===== src/rtl/program_loader.sv =====
// Byte-stream program loader: 16-bit big-endian word-count header, then big-endian
// 32-bit words written to program memory. Optional trailing checksum under LOADER_CHECKSUM_EN.
module program_loader #(
  parameter int ADDR_BASE = 0,
  parameter int MAX_WORDS = 1024
) (
  input  logic        clk,
  input  logic        rst,
  input  logic [7:0]  byte_in,
  input  logic        byte_valid,
  output logic        byte_ready,
  output logic [31:0] mem_addr,
  output logic [31:0] mem_data,
  output logic        mem_we,
  output logic        cpu_hold,
  output logic        done,
  output logic        error,
  output logic [15:0] word_count
);

  typedef enum logic [2:0] {
    HDR_HI,
    HDR_LO,
    DATA,
    WRITE,
`ifdef LOADER_CHECKSUM_EN
    CSUM,
`endif
    DONE,
    ERROR
  } state_t;

  localparam logic [31:0] LP_BASE = 32'(ADDR_BASE);
  localparam logic [31:0] LP_MAX  = 32'(MAX_WORDS);

  state_t      r_state;
  logic [7:0]  r_n_hi;
  logic [15:0] r_n;
  logic [31:0] r_shift;
  logic [1:0]  r_byte_cnt;
  logic [15:0] r_word_count;
  logic [31:0] r_mem_addr;
  logic        r_mem_we;
  logic        r_byte_ready;
  logic        r_cpu_hold;
  logic        r_done;
  logic        r_error;
`ifdef LOADER_CHECKSUM_EN
  logic [7:0]  r_csum;
  logic [7:0]  w_csum_next;
  assign w_csum_next = r_csum + byte_in;
`endif

  logic        w_accept;
  logic [15:0] w_hdr_n;
  logic [15:0] w_wc_next;

  assign w_accept  = byte_valid & r_byte_ready;
  assign w_hdr_n   = {r_n_hi, byte_in};
  // wc < N whenever WRITE is reached, so wc+1 cannot overflow 16 bits
  assign w_wc_next = r_word_count + 16'd1;

  always_ff @(posedge clk) begin
    if (rst) begin
      r_state      <= HDR_HI;
      r_n_hi       <= 8'd0;
      r_n          <= 16'd0;
      r_shift      <= 32'd0;
      r_byte_cnt   <= 2'd0;
      r_word_count <= 16'd0;
      r_mem_addr   <= 32'd0;
      r_mem_we     <= 1'b0;
      r_byte_ready <= 1'b1;
      r_cpu_hold   <= 1'b1;
      r_done       <= 1'b0;
      r_error      <= 1'b0;
`ifdef LOADER_CHECKSUM_EN
      r_csum       <= 8'd0;
`endif
    end else begin
      case (r_state)
        HDR_HI: begin
          if (w_accept) begin
            r_n_hi  <= byte_in;
`ifdef LOADER_CHECKSUM_EN
            r_csum  <= w_csum_next;
`endif
            r_state <= HDR_LO;
          end
        end

        HDR_LO: begin
          if (w_accept) begin
            r_n <= w_hdr_n;
`ifdef LOADER_CHECKSUM_EN
            r_csum <= w_csum_next;
`endif
            if ({16'd0, w_hdr_n} > LP_MAX) begin
              r_state      <= ERROR;
              r_byte_ready <= 1'b0;
              r_error      <= 1'b1;
            end else if (w_hdr_n == 16'd0) begin
`ifdef LOADER_CHECKSUM_EN
              r_state      <= CSUM;
`else
              r_state      <= DONE;
              r_byte_ready <= 1'b0;
              r_cpu_hold   <= 1'b0;
              r_done       <= 1'b1;
`endif
            end else begin
              r_state <= DATA;
            end
          end
        end

        DATA: begin
          if (w_accept) begin
            r_shift    <= {r_shift[23:0], byte_in};
            r_byte_cnt <= r_byte_cnt + 2'd1;
`ifdef LOADER_CHECKSUM_EN
            r_csum     <= w_csum_next;
`endif
            if (r_byte_cnt == 2'd3) begin
              r_state      <= WRITE;
              r_byte_ready <= 1'b0;
              r_mem_we     <= 1'b1;
              r_mem_addr   <= LP_BASE + {16'd0, r_word_count};
            end
          end
        end

        WRITE: begin
          r_mem_we     <= 1'b0;
          r_word_count <= w_wc_next;
          if (w_wc_next < r_n) begin
            r_state      <= DATA;
            r_byte_ready <= 1'b1;
          end else begin
`ifdef LOADER_CHECKSUM_EN
            r_state      <= CSUM;
            r_byte_ready <= 1'b1;
`else
            r_state      <= DONE;
            r_cpu_hold   <= 1'b0;
            r_done       <= 1'b1;
`endif
          end
        end

`ifdef LOADER_CHECKSUM_EN
        CSUM: begin
          if (w_accept) begin
            r_byte_ready <= 1'b0;
            if (byte_in == r_csum) begin
              r_state    <= DONE;
              r_cpu_hold <= 1'b0;
              r_done     <= 1'b1;
            end else begin
              r_state    <= ERROR;
              r_error    <= 1'b1;
            end
          end
        end
`endif

        default: begin
          // DONE and ERROR are terminal until reset
          r_state <= r_state;
        end
      endcase
    end
  end

  assign byte_ready = r_byte_ready;
  assign mem_addr   = r_mem_addr;
  assign mem_data   = r_shift;
  assign mem_we     = r_mem_we;
  assign cpu_hold   = r_cpu_hold;
  assign done       = r_done;
  assign error      = r_error;
  assign word_count = r_word_count;

endmodule


===== config.mk =====
export PLATFORM = sky130hd
export DESIGN_NAME = program_loader
export DESIGN_NICKNAME = d
export VERILOG_FILES = /design/src/rtl/program_loader.sv
export SDC_FILE = /design/constraint.sdc
export NUM_CORES = 1
export LEC_CHECK = 0
export CORE_ASPECT_RATIO = 1.5
export CORE_MARGIN = 2
export CORE_UTILIZATION = 55
export CTS_CLUSTER_SIZE = 20
export DETAILED_ROUTE_END_ITERATION = 7
export PLACE_DENSITY = 0.91
export SKIP_CTS_REPAIR_TIMING = 1
export SLEW_MARGIN = 0
export SYNTH_ARGS = -nofsm -noshare
export SYNTH_HDL_FRONTEND = slang
export SYNTH_SLANG_ARGS = --single-unit

===== constraint.sdc =====
create_clock -name clk -period 6.6 [get_ports clk]
set_clock_uncertainty 0.2 [all_clocks]
set_input_delay 1.32 -clock clk [delete_from_list [all_inputs] [get_ports clk]]
set_output_delay 1.32 -clock clk [all_outputs]
set_load 0.05 [all_outputs]

==> results of run 1 <==
-- flip-flops by register name, indices dropped and copies added, names as in the netlist --
name and cells:
mem_data 32, mem_addr 16, r_n 16, word_count 16, r_n_hi 8, r_state 3
r_byte_cnt 2, byte_ready 1, cpu_hold 1, done 1, error 1, mem_we 1
-- power by group --
part / internal (uW) / switching [uW] / leakage [uW] / total [uW]
Clock: 276 / 221 / 0.000134 / 497
Combinational: 43.5 / 93.5 / 0.00100 / 137
Sequential: 607 / 16.4 / 0.000792 / 623
-- synthesized netlist by cell type (3+ instances only) --
cell type,n,share of area
nand4_1,6,0.0085
a21oi_1,75,0.085
mux2i_1,9,0.020
nor2_1,35,0.030
clkbuf_8,3,0.0093
nand2_1,156,0.13
or3_1,5,0.0070
buf_4,16,0.027
inv_1,18,0.015
xnor2_1,12,0.024
a31oi_1,3,0.0042
dfxtp_1,98,0.44
nor3_1,9,0.010
o21ai_0,8,0.0090
nand3_1,8,0.0090
nand3b_1,3,0.0051
xor2_1,14,0.028
ha_1,17,0.048
clkbuf_1,25,0.021
-- area by class of cell --
class / instances / area [sq um]
timing repair buffer: 81 / 801
fill: 613 / 2450
multi-input combinational: 409 / 2200
inverter: 18 / 67.6
sequential: 98 / 1960
clock buffer: 11 / 253
tap: 105 / 131
clock inverter: 5 / 36.3
-- cells by family after synthesis --
| family | count (synthesis) |
|---|---|
| xor gates and xnor gates | 26 |
| DFF | 98 |
| and+or+nand+nor | 241 |
| adders and majority gates | 17 |
| muxes | 10 |
| AOI/OAI and AO/OA | 99 |
| other | 1 |
| buffers and inverters | 65 |
-- how the worst max path moves through the flow --
stage / startpoint / endpoint / slack, ns
4_1_cts: word_count[0] / done / 2.65
3_3_place_gp: byte_valid / cpu_hold / 2.75
6_report: word_count[0] / done / 2.65
5_1_grt: word_count[0] / done / 2.29
2_1_floorplan: word_count[0] / r_state[1] / 2.67
3_5_place_dp: word_count[0] / done / 2.67
-- per-layer routing --
metal | global-route usage | vias to the layer above
li1 | - | 1924
met1 | 0.245 | 1761
met2 | 0.426 | 120
met3 | 0.0607 | 23
met4 | 0.101 | 0
met5 | 0 | -
-- critical path, stage by stage (launching register included) --
cell     delay [ns]
dfxtp_1        0.44
ha_1           0.24
nand3_1        0.24
nor4_1         0.57
nand3_1        0.21
nor2_1         0.16
xor2_1         0.17
ha_1           0.26
nand4_1        0.14
nor3_1         0.07
or4_2          0.67
o21ai_0        0.31
a31oi_1        0.13
-- layout by cell type (no fill, tap or decap), drive strengths merged, types with 9 or more instances in the layout --
cell type / count
a21oi: 75
clkbuf: 11
clkdlybuf4s50: 78
conb: 16
dfxtp: 98
ha: 17
inv: 19
mux2i: 9
nand2: 156
nor2: 35
nor3: 11
xnor2: 12
xor2: 14
-- stage by stage --
stage	util	cell area (sq um)	worst slack, ns	std cells	hold WS (ns)
floorplan	-	4500	2.67	572	0.236
global placement	0.653	5160	2.75	711	0.240
detailed placement	0.653	5160	2.67	711	0.248
CTS	0.690	5450	2.65	727	0.257
global route	0.690	5450	2.29	727	0.277
finish	0.690	5450	2.65	727	0.254
==> implementation parameters, run 1 <==
Parameter                              Value

Finish
  Share of final-layout standard cells stronger than drive strength 1 ... 0.0514
  Area Growth Syn to Fin ... 22.8%
  # diodes ... 0
  NumNets Final ... 645

Global routing
  Residual overflow from global routing ... 0
  Via count of the first global-routing pass ... 3680
  Number of antenna violations at the first check in global routing ... 0
  Total Routing Usage GR ... 0.231
  Largest net degree at the start of global routing ... 55
  First-pass GRT wire length ... 16400 um

Clocking
  Number of buffers inserted during clock tree synthesis ... 9
  H-tree Lvls ... 3
  Clock latency at the later pin of the worst-skew pair ... 0.34 ns
  Sink Count ... 98
  Reg clk slew, reported paths ... 0.06 ns
  CTS root buffer ... clkbuf_16
  Maximum count of clock buffers along a single path ... 2
  CTS tree ... yes

STA
  Final number of max-transition violations ... 0
  Final hold violation count ... 0
  Setup TNS Final ... 0 ns
  Fmax ... 253 MHz
  Final Setup Violations ... 0
  Max-slew headroom ... 0.296
  Final cycle utilization of the critical path ... 0.599
  Unrepaired setup endpoints after global routing ... false
  Clock period minus worst slack ... 3.95 ns
  Actual transition at the worst max-transition pin ... 1.05 ns

Detailed routing
  Detailed route wirelength on metal3 ... 623 um
  Post-detailed-route wirelength per cell ... 13.9 um
  Met1 layer wirelength in the final routing ... 4010 um
  Antenna-violating nets left ... 0
  Residual DRC ... 0
  Routed via count ... 3828
  Met2 routed wirelength ... 5270 um
  Number of iterations in the first detailed-routing pass ... 4
  Routed vias/inst ... 5.27
  Top layer in use ... met4
  1st-iter DRT viols ... 123
  Detailed Route WL ... 10100 um

Floorplanning
  Placeable core area ... 7910 sq um
  Die X ... 77.4 um
  I/O pin total ... 96
  Standard-cell row count ... 40
  Die extent in y ... 114 um
  Starting density of the core ... 0.562
  Die Area ... 8820 sq um

Synthesis
  Register area share after synthesis ... 0.442
  Number of instances in the synthesized netlist ... 557
  Compound-gate portion of the synthesized area ... 0.123
  Count of flip-flops with a built-in enable after synthesis ... 0
  Simple-gate share of the synthesized area ... 0.236
  Synth Cell Area ... 4440 sq um
  Share of synthesized area spent on multiplexers ... 0.0228
  Post-synthesis async set-or-reset flop share ... 0
  Average cell area after synthesis ... 7.97 sq um
  Total of flip-flops plus latches after synthesis ... 98
  Fraction of the mapped netlist area in adder cells ... 0.0479
  Most used flip-flop cell after synthesis ... dfxtp_1
  Dominant combinational cell family by area after synthesis ... simple AND/OR/NAND/NOR gates
  Number of distinct standard cells referenced by the synthesized netlist ... 50
  Total number of yosys warnings ... 0
  Xor and xnor fraction of the mapped netlist area ... 0.0513

Critical path
  Startpoint type of the worst setup path ... flip-flop
  Critical path type ... flip-flop to flip-flop
  Depth of the worst register-to-register path ... 12
  CP Data Required Time ... 6.61 ns
  Reg2Reg Capture Point ... done
  Data arrival time of the critical path ... 3.96 ns
  Worst flop-to-flop path startpoint ... word_count[0]
  Slack of the worst reg-to-reg path ... 2.65 ns
  Worst Setup End Kind ... flip-flop
  Largest fanout of any net on the critical path ... 7

Worst hold path
  Startpoint of the worst hold path ... mem_addr[13]
  Cells on Worst Hold Path ... 2
  End point of the worst hold path ... mem_addr[13]
  Worst hold path type ... flip-flop to flip-flop

Run status
  Outcome ... finished clean

Pwr
  Power density normalized to cell area ... 230 nW/um^2
  Total Power ... 1260 uW
  Worst-case vdd ir drop ... 0.000226 V
  Pleak ... 0.00193 uW

Placement
  Final GP Congestion ... 0.869
  Number of buffers added on ports ... 79
  Detailed Place HPWL ... 7170 um

Job
  Reported max-cap violation count ... 0
No activity file was read; power rests on OpenSTA's default activity.
==> run 2, diff against run 1 <==
--- a/config.mk
+++ b/config.mk
@@ -7,10 +7,10 @@
 export LEC_CHECK = 0
 export CORE_ASPECT_RATIO = 1.5
 export CORE_MARGIN = 2
-export CORE_UTILIZATION = 55
+export CORE_UTILIZATION = 51
 export CTS_CLUSTER_SIZE = 20
 export DETAILED_ROUTE_END_ITERATION = 7
-export PLACE_DENSITY = 0.91
+export PLACE_DENSITY = 0.85
 export SKIP_CTS_REPAIR_TIMING = 1
 export SLEW_MARGIN = 0
 export SYNTH_ARGS = -nofsm -noshare
==> constraint.sdc (replaced) <==
create_clock -name clk -period 3.7 [get_ports clk]
set_clock_uncertainty 0.2 [all_clocks]
set_input_delay 0.74 -clock clk [delete_from_list [all_inputs] [get_ports clk]]
set_output_delay 0.74 -clock clk [all_outputs]
set_load 0.05 [all_outputs]
==> run 2 against run 1 <==
Against the previous run: critical path depth rose by 1; worst setup slack got worse by 2.4 ns; wire length rose by 0.56%; cell area rose by 2.6%; non-clock buffer count rose by 10.
==> implementation parameters, run 2 (synthesis gave the netlist of run 1 again) <==
Parameter                              Value

STA
  Final hold violation count ... 0
  Actual transition at the worst max-transition pin ... 0.732 ns
  Fmax ... 286 MHz
  Max-slew headroom ... 0.510
  Clock period minus worst slack ... 3.50 ns
  Unrepaired setup endpoints after global routing ... false
  Setup TNS Final ... 0 ns
  Final Setup Violations ... 0
  Final cycle utilization of the critical path ... 0.946
  Final number of max-transition violations ... 0

Finish
  Share of final-layout standard cells stronger than drive strength 1 ... 0.0744
  # diodes ... 0
  Leading cell type in the layout, fill and taps excluded ... nand2_1
  Max reg flops ... 32
  Area Growth Syn to Fin ... 26.0%
  NumNets Final ... 655
  Most frequent cells in the layout ... nand2_1 (156), dfxtp_1 (93), clkdlybuf4s50_1 (78)

Global routing
  Largest net degree at the start of global routing ... 60
  Total Routing Usage GR ... 0.224
  Residual overflow from global routing ... 0
  Number of antenna violations at the first check in global routing ... 0
  Via count of the first global-routing pass ... 3765
  First-pass GRT wire length ... 17100 um

Detailed routing
  Post-detailed-route wirelength per cell ... 13.8 um
  Routed vias/inst ... 5.31
  1st-iter DRT viols ... 145
  Antenna-violating nets left ... 0
  Detailed Route WL ... 10200 um
  Routed via count ... 3923
  Number of iterations in the first detailed-routing pass ... 4
  Residual DRC ... 0

Floorplanning
  Die X ... 80.2 um
  Placeable core area ... 8410 sq um
  Die Area ... 9480 sq um
  Starting density of the core ... 0.528
  Die extent in y ... 118 um
  Standard-cell row count ... 41
  I/O pin total ... 96

Pwr
  Worst-case vdd ir drop ... 0.000355 V
  Total Power ... 2370 uW
  Power density normalized to cell area ... 424 nW/um^2
  Pleak ... 0.00203 uW

Clocking
  H-tree Lvls ... 3
  Reg clk slew, reported paths ... 0.07 ns
  CTS tree ... yes
  Clock latency at the later pin of the worst-skew pair ... 0.35 ns
  CTS root buffer ... clkbuf_16
  Maximum count of clock buffers along a single path ... 2
  Number of buffers inserted during clock tree synthesis ... 9
  Sink Count ... 98

Critical path
  Critical path type ... flip-flop to flip-flop
  Startpoint type of the worst setup path ... flip-flop
  CP Data Required Time ... 3.70 ns
  Largest fanout of any net on the critical path ... 7
  Depth of the worst register-to-register path ... 13
  Worst Setup End Kind ... flip-flop
  Data arrival time of the critical path ... 3.50 ns

Run status
  Outcome ... finished clean

Job
  Reported max-cap violation count ... 0

Placement
  Number of buffers added on ports ... 79
  Final GP Congestion ... 0.873
  Detailed Place HPWL ... 7440 um

Worst hold path
  Cells on Worst Hold Path ... 2
  Worst hold path type ... flip-flop to flip-flop
[run 2: cell count changes in the layout (fill, tap and decap cells not counted), moves of 2 or more]
cell / change
buf_4: +9
bufinv_16: +2
clkinvlp_4: -3
dfxtp_1: -5
dfxtp_2: +5
[run 2: final timing paths]
path                 startpoint            to  slack (ns)
setup reg to reg  word_count[0]          done        0.20
setup / recovery  word_count[0]          done        0.20
hold / removal     mem_addr[10]  mem_addr[10]        0.25
hold reg to reg    mem_addr[10]  mem_addr[10]        0.25
[run 2: stage by stage]
| stage | instances | instance area, sq um | utilization | hold slack, ns | setup WS (ns) |
|---|---|---|---|---|---|
| CTS | 739 | 5590 | 0.664 | 0.255 | 0.0956 |
| floorplan | 572 | 4500 | - | 0.236 | 0.0140 |
| detailed placement | 723 | 5260 | 0.625 | 0.246 | 0.0986 |
| finish | 739 | 5590 | 0.665 | 0.254 | 0.200 |
| global route | 739 | 5590 | 0.665 | 0.278 | 0.0262 |
| global placement | 723 | 5260 | 0.625 | 0.241 | 0.269 |
[run 2: layer usage]
| layer | vias to the layer above | share of wire | wire [um] | track usage |
|---|---|---|---|---|
| met5 | - | 0 | 0 | 0 |
| met3 | 18 | 0.073 | 747 | 0.0832 |
| met4 | 0 | 0.024 | 240 | 0.0847 |
| met2 | 121 | 0.52 | 5290 | 0.381 |
| li1 | 1954 | - | - | - |
| met1 | 1830 | 0.38 | 3920 | 0.248 |
[run 2: critical path, cell delays in order, from the launching register on]
cell     delay, ns
dfxtp_2       0.39
ha_1          0.22
nand3_1       0.13
nor4_1        0.29
buf_4         0.17
nand3_1       0.11
nor2_1        0.15
xor2_1        0.17
ha_1          0.27
nand4_1       0.15
nor3_1        0.07
or4_2         0.68
o21ai_1       0.23
a31oi_1       0.13
[run 2: power by group]
part	internal (uW)	switching (uW)	leakage [uW]
Sequential	1080	29.1	0.000794
Clock	613	396	0.000163
Combinational	84.3	167	0.00108
[run 2: cell type report]
class	instances	area, sq um
Fill cell	666	2820
Sequential cell	98	1970
Timing Repair Buffer	91	888
Tap cell	107	134
Clock buffer	10	239
Clock inverter	6	87.6
Multi-Input combinational cell	409	2210
Inverter	18	67.6
